File: config.mk
export PLATFORM = sky130hd
export DESIGN_NAME = datapath_run_controller
export DESIGN_NICKNAME = d
export VERILOG_FILES = /design/src/rtl/datapath_ctrl_pkg.sv /design/src/rtl/key_debounce.sv /design/src/rtl/datapath_run_controller.sv
export SDC_FILE = /design/constraint.sdc
export NUM_CORES = 1
export LEC_CHECK = 0
export ABC_AREA = 1
export CAP_MARGIN = 0
export CORE_MARGIN = 2
export CORE_UTILIZATION = 39
export CTS_CLUSTER_SIZE = 14
export DETAILED_ROUTE_END_ITERATION = 16
export PLACE_DENSITY_LB_ADDON = 0.05
export SETUP_SLACK_MARGIN = 0.3
export SLEW_MARGIN = 20
export SYNTH_ARGS = -nofsm -noshare
export SYNTH_HDL_FRONTEND = slang
export SYNTH_SLANG_ARGS = --single-unit
File: constraint.sdc
create_clock -name clk -period 1.5 [get_ports clk]
set_input_delay 0.15 -clock clk [delete_from_list [all_inputs] [get_ports clk]]
set_output_delay 0.15 -clock clk [all_outputs]
set_load 0.02 [all_outputs]
File: src/rtl/datapath_ctrl_pkg.sv
// Shared encodings for the datapath run/step controller and anything that observes it.
package datapath_ctrl_pkg;

  typedef enum logic [1:0] {
    ST_IDLE = 2'd0,
    ST_STEP = 2'd1,
    ST_RUN  = 2'd2,
    ST_HALT = 2'd3
  } run_state_t;

  localparam logic [31:0] HALT_INSTR_DEFAULT = 32'h0000_0000;
  localparam int unsigned RETIRED_W          = 16;

endpackage

File: src/rtl/key_debounce.sv
// Conditions an asynchronous active-low push-button into a one-cycle press pulse.
module key_debounce #(
  parameter int unsigned DEBOUNCE_CYCLES = 50000
) (
  input  logic clk,
  input  logic reset,
  input  logic key_n,
  output logic press
);

  localparam int unsigned CNT_W = (DEBOUNCE_CYCLES > 1) ? $clog2(DEBOUNCE_CYCLES) : 1;
  localparam logic [CNT_W-1:0] CNT_LAST = CNT_W'(DEBOUNCE_CYCLES - 1);

  logic             sync1;
  logic             sync2;
  logic             level;
  logic [CNT_W-1:0] cnt;

  // Two-flop synchronizer; idles at released (1).
  always_ff @(posedge clk or posedge reset) begin
    if (reset) begin
      sync1 <= 1'b1;
      sync2 <= 1'b1;
    end else begin
      sync1 <= key_n;
      sync2 <= sync1;
    end
  end

  // Accepted level moves only after a full run of disagreeing samples; a 1->0 move is a press.
  always_ff @(posedge clk or posedge reset) begin
    if (reset) begin
      level <= 1'b1;
      cnt   <= '0;
      press <= 1'b0;
    end else begin
      press <= 1'b0;
      if (sync2 == level) begin
        cnt <= '0;
      end else if (cnt == CNT_LAST) begin
        level <= sync2;
        cnt   <= '0;
        press <= level;
      end else begin
        cnt <= cnt + CNT_W'(1);
      end
    end
  end

endmodule

File: src/rtl/datapath_run_controller.sv
// Run/step sequencer: issues a registered one-cycle cpu_en that gates every datapath state update.
module datapath_run_controller
  import datapath_ctrl_pkg::*;
#(
  parameter int unsigned DEBOUNCE_CYCLES = 50000,
  parameter int unsigned RUN_DIV         = 1,
  parameter int unsigned ADDR_W          = 16,
  parameter logic [31:0] HALT_INSTR      = HALT_INSTR_DEFAULT
) (
  input  logic                 clk,
  input  logic                 reset,
  input  logic                 step_key_n,
  input  logic                 run_sw,
  input  logic                 bp_en,
  input  logic [ADDR_W-1:0]    bp_addr,
  input  logic [31:0]          pc,
  input  logic [31:0]          instr,
  output logic                 cpu_en,
  output logic [1:0]           state,
  output logic                 halted,
  output logic [RETIRED_W-1:0] retired
);

  localparam int unsigned EFF_DIV = (RUN_DIV == 0) ? 1 : RUN_DIV;
  localparam int unsigned DIV_W   = (EFF_DIV > 1) ? $clog2(EFF_DIV) : 1;
  localparam logic [DIV_W-1:0] DIV_LAST = DIV_W'(EFF_DIV - 1);
  localparam logic [RETIRED_W-1:0] RETIRED_MAX = '1;

  run_state_t       cur_state;
  run_state_t       nxt_state;
  logic [DIV_W-1:0] div_cnt;
  logic [DIV_W-1:0] div_nxt;
  logic             cpu_en_nxt;
  logic             press;
  logic             halt_cond;
  logic             bp_hit;
  logic             div_term;

  key_debounce #(
    .DEBOUNCE_CYCLES(DEBOUNCE_CYCLES)
  ) u_key_debounce (
    .clk  (clk),
    .reset(reset),
    .key_n(step_key_n),
    .press(press)
  );

  // Only the low ADDR_W pc bits take part in the breakpoint compare.
  if (ADDR_W < 32) begin : g_pc_unused
    logic unused_pc_bits;
    assign unused_pc_bits = ^pc[31:ADDR_W];
  end

  assign halt_cond = (instr == HALT_INSTR);
  assign bp_hit    = bp_en && (pc[ADDR_W-1:0] == bp_addr);
  assign div_term  = (div_cnt == DIV_LAST);
  assign state     = cur_state;

  always_comb begin
    nxt_state  = cur_state;
    cpu_en_nxt = 1'b0;
    div_nxt    = '0;
    case (cur_state)
      ST_IDLE: begin
        if (run_sw) begin
          nxt_state = ST_RUN;
        end else if (press) begin
          if (halt_cond) begin
            nxt_state = ST_HALT;
          end else begin
            nxt_state  = ST_STEP;
            cpu_en_nxt = 1'b1;
          end
        end
      end
      ST_STEP: nxt_state = ST_IDLE;
      ST_RUN: begin
        // Leaving RUN wins over a terminal count, so no issue escapes on the way out.
        if (!run_sw) begin
          nxt_state = ST_IDLE;
        end else begin
          div_nxt = div_term ? '0 : div_cnt + DIV_W'(1);
          if (div_term) begin
            if (halt_cond || bp_hit) begin
              nxt_state = ST_HALT;
            end else begin
              cpu_en_nxt = 1'b1;
            end
          end
        end
      end
      ST_HALT: begin
        if (press && !run_sw) begin
          nxt_state = ST_IDLE;
        end
      end
      default: nxt_state = ST_IDLE;
    endcase
  end

  always_ff @(posedge clk or posedge reset) begin
    if (reset) begin
      cur_state <= ST_IDLE;
      div_cnt   <= '0;
      cpu_en    <= 1'b0;
      halted    <= 1'b0;
    end else begin
      cur_state <= nxt_state;
      div_cnt   <= div_nxt;
      cpu_en    <= cpu_en_nxt;
      halted    <= (nxt_state == ST_HALT);
    end
  end

  // Retired-instruction count, pinned at all-ones.
  always_ff @(posedge clk or posedge reset) begin
    if (reset) begin
      retired <= '0;
    end else if (cpu_en && (retired != RETIRED_MAX)) begin
      retired <= retired + RETIRED_W'(1);
    end
  end

endmodule
**Word-level counts from Yosys, hierarchy flattened**

Cells that the tools add are included.

- Add/subtract/negate cells: 3
- Equality and inequality tests: 8
- Mux-type cells: 22
- Bitwise operators: 1
- Reduce and logical (&&, ||, !) cells: 8

Operators with widths:

| operator | number |
|---|---|
| $add A16 B1 Y16 const B | 2 |
| $logic_not A32 Y1 | 1 |
| $mux W16 | 2 |
| $eq A16 B16 Y1 | 1 |
| $eq A16 B16 Y1 const B | 1 |
| $ne A16 B16 Y1 const B | 1 |
| $mux W2 | 7 |
| $mux W1 | 11 |
| $pmux W2 S4 | 1 |
| $eq A2 B2 Y1 const B | 3 |
| $logic_and A1 B1 Y1 | 3 |
| $eq A2 B1 Y1 const B | 1 |
| $logic_not A2 Y1 | 1 |
| $pmux W1 S2 | 1 |
| $reduce_and A2 Y1 | 1 |
| $add A1 B1 Y1 const B | 1 |
| $eq A1 B1 Y1 | 1 |
| $logic_not A1 Y1 | 1 |
| $logic_or A1 B1 Y1 | 1 |
| $not A1 Y1 | 1 |

- Bits in registers: 41
- Input bits: 85
- Output and inout bits: 20
- Logic and storage cells: 52

**Longest topological paths before layout**

- Word-level depth: 8
- Mapped depth: 12

**Modules after synthesis**

From an unflattened synthesis, not the netlist that was laid out.

- Cell total of the unflattened synthesis: 370
- Area, all modules: 2603.7 sq um

Modules (own cells, without submodules):

| module | instances | cells each | area each (sq um) |
|---|---|---|---|
| datapath_run_controller | 1 | 235 | 1526.5 |
| key_debounce | 1 | 135 | 1077.3 |

**Worst setup path after synthesis**

OpenSTA, ideal clock, no wires.

- Path type: register to register
- Start: register retired[0]
- End: register retired[4]
- Setup time: 0.123 ns
- Arrival: 1.370 ns
- Path slack: 0.007 ns
- Cell stages (with the launch flop): 9
- Buffers on the path: 0
- Cell sequence: dfrtp_1 -> ha_1 -> inv_1 -> nor2_1 -> nand4_1 -> nand2_2 -> nor2_1 -> nand2_1 -> xor2_1

- Longest elaborated chain between the ends: 2
- Elaborated cells between the ends (all ways): 3
- Classes of those cells: add/sub: 1; eq/ne: 1; reduce/logical: 1

Ends and longest elaborated chain:

| what | line | text |
|---|---|---|
| start, declared | datapath_run_controller.sv:21 | `output logic [RETIRED_W-1:0] retired` |
| start signal, assigned | datapath_run_controller.sv:120 | `retired <= retired + RETIRED_W'(1);` |
| parallel branches: the longest is 2 deep, another holds $add A16 B1 Y16 | - |  |

Several ways; the timed one is not identified.
A chain may end at the register's enable or synchronous reset.

**Final worst setup path**

- Start: register retired[1]
- End: register retired[5]

Same word-level chain as after synthesis.

==> impl_metrics.json <==
{
  "synth-compound-area-share_pct": 3.033,
  "grt_usage_pct": 19.97,
  "violations": "negative setup slack",
  "syn_inst": 349,
  "ys_seq_area_share_pct": 40.60,
  "max_cap_violations": 0,
  "synth_top_area_share_pct": 37.41,
  "hold_class": "input port to async pin",
  "finalHoldViolCount": 0,
  "worst-path-max-fanout": 5,
  "timing.hold.ws_ns": 0.2493,
  "fmax_mhz": 646.9,
  "cp_slowest_cell": "dfrtp_2",
  "clkSlewWorstSetupHoldPaths_ns": 0.08,
  "grt_start_max_net_pins": 41,
  "die_x_um": 83.66,
  "tightest_slew_ns": 0.3301,
  "grt-ovfl-total": 0,
  "stdcell_area_um2": 4443,
  "worstSetupPathType": "flop to flop",
  "gp_congestion": 0.8215,
  "clock-sinks": 40,
  "p_leak_nw": 2.563,
  "diodes": 0,
  "synthAdderAreaFrac_pct": 1.011,
  "setup_viol": 9,
  "syn-num-nets": 436,
  "antenna_found_initial": 0,
  "power_per_cell_area_nw_per_um2": 797.3,
  "start_util_pct": 39.66,
  "drtIter0Drc": 140,
  "wl_per_cell_um": 12.55,
  "final_util_pct": 71.19,
  "clock_latency_ns": 0.30,
  "dr_total_vias": 2720,
  "register_area_um2": 1022,
  "critPathRequiredTime_ns": 1.69,
  "max_stage_delay_ns": 0.40,
  "grt_first_pass_wirelength_um": 11590,
  "fin_skew_ns": 0.007385,
  "post-dp-hpwl_um": 4799,
  "synth.avg_cell_area_um2": 7.091,
  "synthSimpleGateAreaFrac_pct": 38.47,
  "p_total_mw": 3.542,
  "finalCriticalPeriod_ns": 1.546,
  "slew_headroom_pct": 77.82,
  "firstDrtPassIters": 4,
  "synth_area_um2": 2475,
  "post_dp_cell_area_um2": 3730,
  "coreArea_um2": 6241,
  "cts_made_buffers": 5,
  "synth_top_family_by_area": "simple AND/OR/NAND/NOR gates",
  "post-route-period-util_pct": 103.1,
  "rows": 29,
  "die_h_um": 83.66,
  "cp-start-kind": "flop",
  "outcome": "finished, violations left",
  "critPathArrivalTime_ns": 1.74,
  "multiInputGateArea_um2": 1550,
  "synth_seq_cells": 40,
  "drt-vias-per-instance": 4.714,
  "root_buffer": "clkbuf_8",
  "pre_cts_ws_ns": -0.06663,
  "cp_num_buf_inv": 2,
  "pin_count": 105,
  "synth.distinct_cells": 27,
  "cp_cell_sequence": "ha_4, inv_2, nor2_2, nand4_1, nand2_4, buf_6, nor2_4, xor2_1",
  "ir_drop_mv": 0.5682,
  "clockBufferDepth": 2,
  "worst_slack_ns": -0.04584,
  "synth_area_leaders": "dfrtp_1 (37%), nand2_1 (14%), nor2_1 (10%), inv_1 (8.3%), xor2_1 (4.2%)",
  "drive_above_1_share_pct": 32.60,
  "htree_levels": 2,
  "first_global_vias": 2774,
  "io_buffers": 88,
  "cts_tree": "built",
  "rsz0062_at_grt": "yes",
  "drtAntennaViolNets": 0,
  "drc": 0,
  "fp.dieArea_um2": 6999,
  "crit_family": "simple AND/OR/NAND/NOR gates",
  "area_growth_pct": 79.52,
  "crit_path_end_kind": "flop",
  "muxShareOfSynthArea_pct": 0,
  "wirelength_um": 7240,
  "n_fill_cell": 485,
  "final_max_slew_viol_count": 0,
  "nNetsFinal": 586,
  "synth_warnings": 0,
  "synth_area_leader_cell": "dfrtp_1",
  "synth-xor-area-share_pct": 7.786
}
-- sequential cells by signal (all words and copies together), names as in the netlist --
name / count
retired: 16
u_key_debounce.cnt: 16
state: 2
cpu_en: 1
halted: 1
u_key_debounce.level: 1
u_key_debounce.press: 1
u_key_debounce.sync1: 1
u_key_debounce.sync2: 1
-- worst register-to-register path: stages, from the launching register on --
cell and delay (ns):
dfrtp_2 0.40, ha_4 0.15, inv_2 0.04, nor2_2 0.09
nand4_1 0.21, nand2_4 0.22, buf_6 0.14, nor2_4 0.03
xor2_1 0.15
-- cell type report --
cell class	instances	area share, %
Inverter	57	4.985
Timing Repair Buffer	143	32.10
Multi-Input combinational cell	252	34.89
Tap cell	77	2.168
Sequential cell	40	23.01
Clock inverter	1	0.6759
Clock buffer	7	2.168
-- cell usage after synthesis --
library cell and number:
a21oi_1 5, buf_6 1, dfrtp_1 37, dfstp_2 3, ha_1 2, inv_1 55, inv_2 2, nand2_1 93
nand2_2 3, nand3_1 15, nand3_2 2, nand3b_1 1, nand4_1 10, nand4_2 1, nor2_1 67, nor2_2 2
nor3_1 8, nor3_2 3, nor3_4 2, nor3b_1 2, nor4_1 3, o21a_1 2, o21ai_0 5, o21ai_1 2
or2_1 1, xnor2_1 10, xor2_1 12
-- per-layer routing --
layer	vias up	share of wire, %	GRT usage (%)
met3	8	6.1	4.946
li1	1381	-	-
met4	0	1.7	7.478
met5	-	0	0
met2	90	51	34.98
met1	1241	41	23.57
-- power by group --
group	switching (mW)	internal [mW]	leakage, nW	total [mW]
sequential	0.122	1.19	0.514	1.31
clock	0.399	0.588	0.0645	0.986
combinational	0.618	0.625	1.98	1.24
-- cell families (layout without fill, tap and decap cells) --
group	count (synthesis)	count (layout)
AO/OA/AOI/OAI	14	14
XOR/XNOR	22	22
adder cells (fa/ha/maj)	2	2
buffers and inverters	58	208
flip-flops	40	40
AND/OR/NAND/NOR	213	214
-- metrics by stage --
step / TNS (ns) / std cells
2_1_floorplan: 0 / 349
3_3_place_gp: -0.02282 / 540
3_5_place_dp: -0.1547 / 540
4_1_cts: -0.006241 / 566
5_1_grt: -1.392 / 577
6_report: -0.1817 / 577
-- timing repair --
| action | in CTS | in global routing |
|---|---|---|
| setup endpoints to repair | 53 | 39 |
| gates resized for setup | 121 | 78 |
| setup buffers | 17 | 11 |
| endpoints found under the hold margin | 0 | 0 |
| hold buffers | 0 | 0 |
| gates cloned | 1 | 0 |
| pin swaps | 16 | 66 |
-- final timing paths --
kind	start	endpoint	slack (ns)	depth (start not counted)
min in group clk	step_key_n	u_key_debounce.sync1	0.25	1
min reg2reg	u_key_debounce.sync1	u_key_debounce.sync2	0.36	0
max	retired[1]	retired[5]	-0.05	8
max reg2reg	retired[1]	retired[5]	-0.05	8
min	reset	retired[0]	0.25	3
max in group asynchronous	reset	u_key_debounce.sync1	0.98	3
-- cells in the final DEF, fill, tap and decap left out, drive strengths merged, types with 5 or more instances in the layout --
| cell | instances |
|---|---|
| dfrtp | 37 |
| xor2 | 12 |
| clkdlybuf4s15 | 6 |
| nand4 | 11 |
| clkbuf | 7 |
| dlymetal6s2s | 52 |
| nor3 | 13 |
| nand3 | 17 |
| clkdlybuf4s50 | 16 |
| o21ai | 7 |
| nor2 | 69 |
| xnor2 | 10 |
| inv | 57 |
| a21oi | 5 |
| nand2 | 97 |
| buf | 68 |
Power figures use the tool's default switching activity.
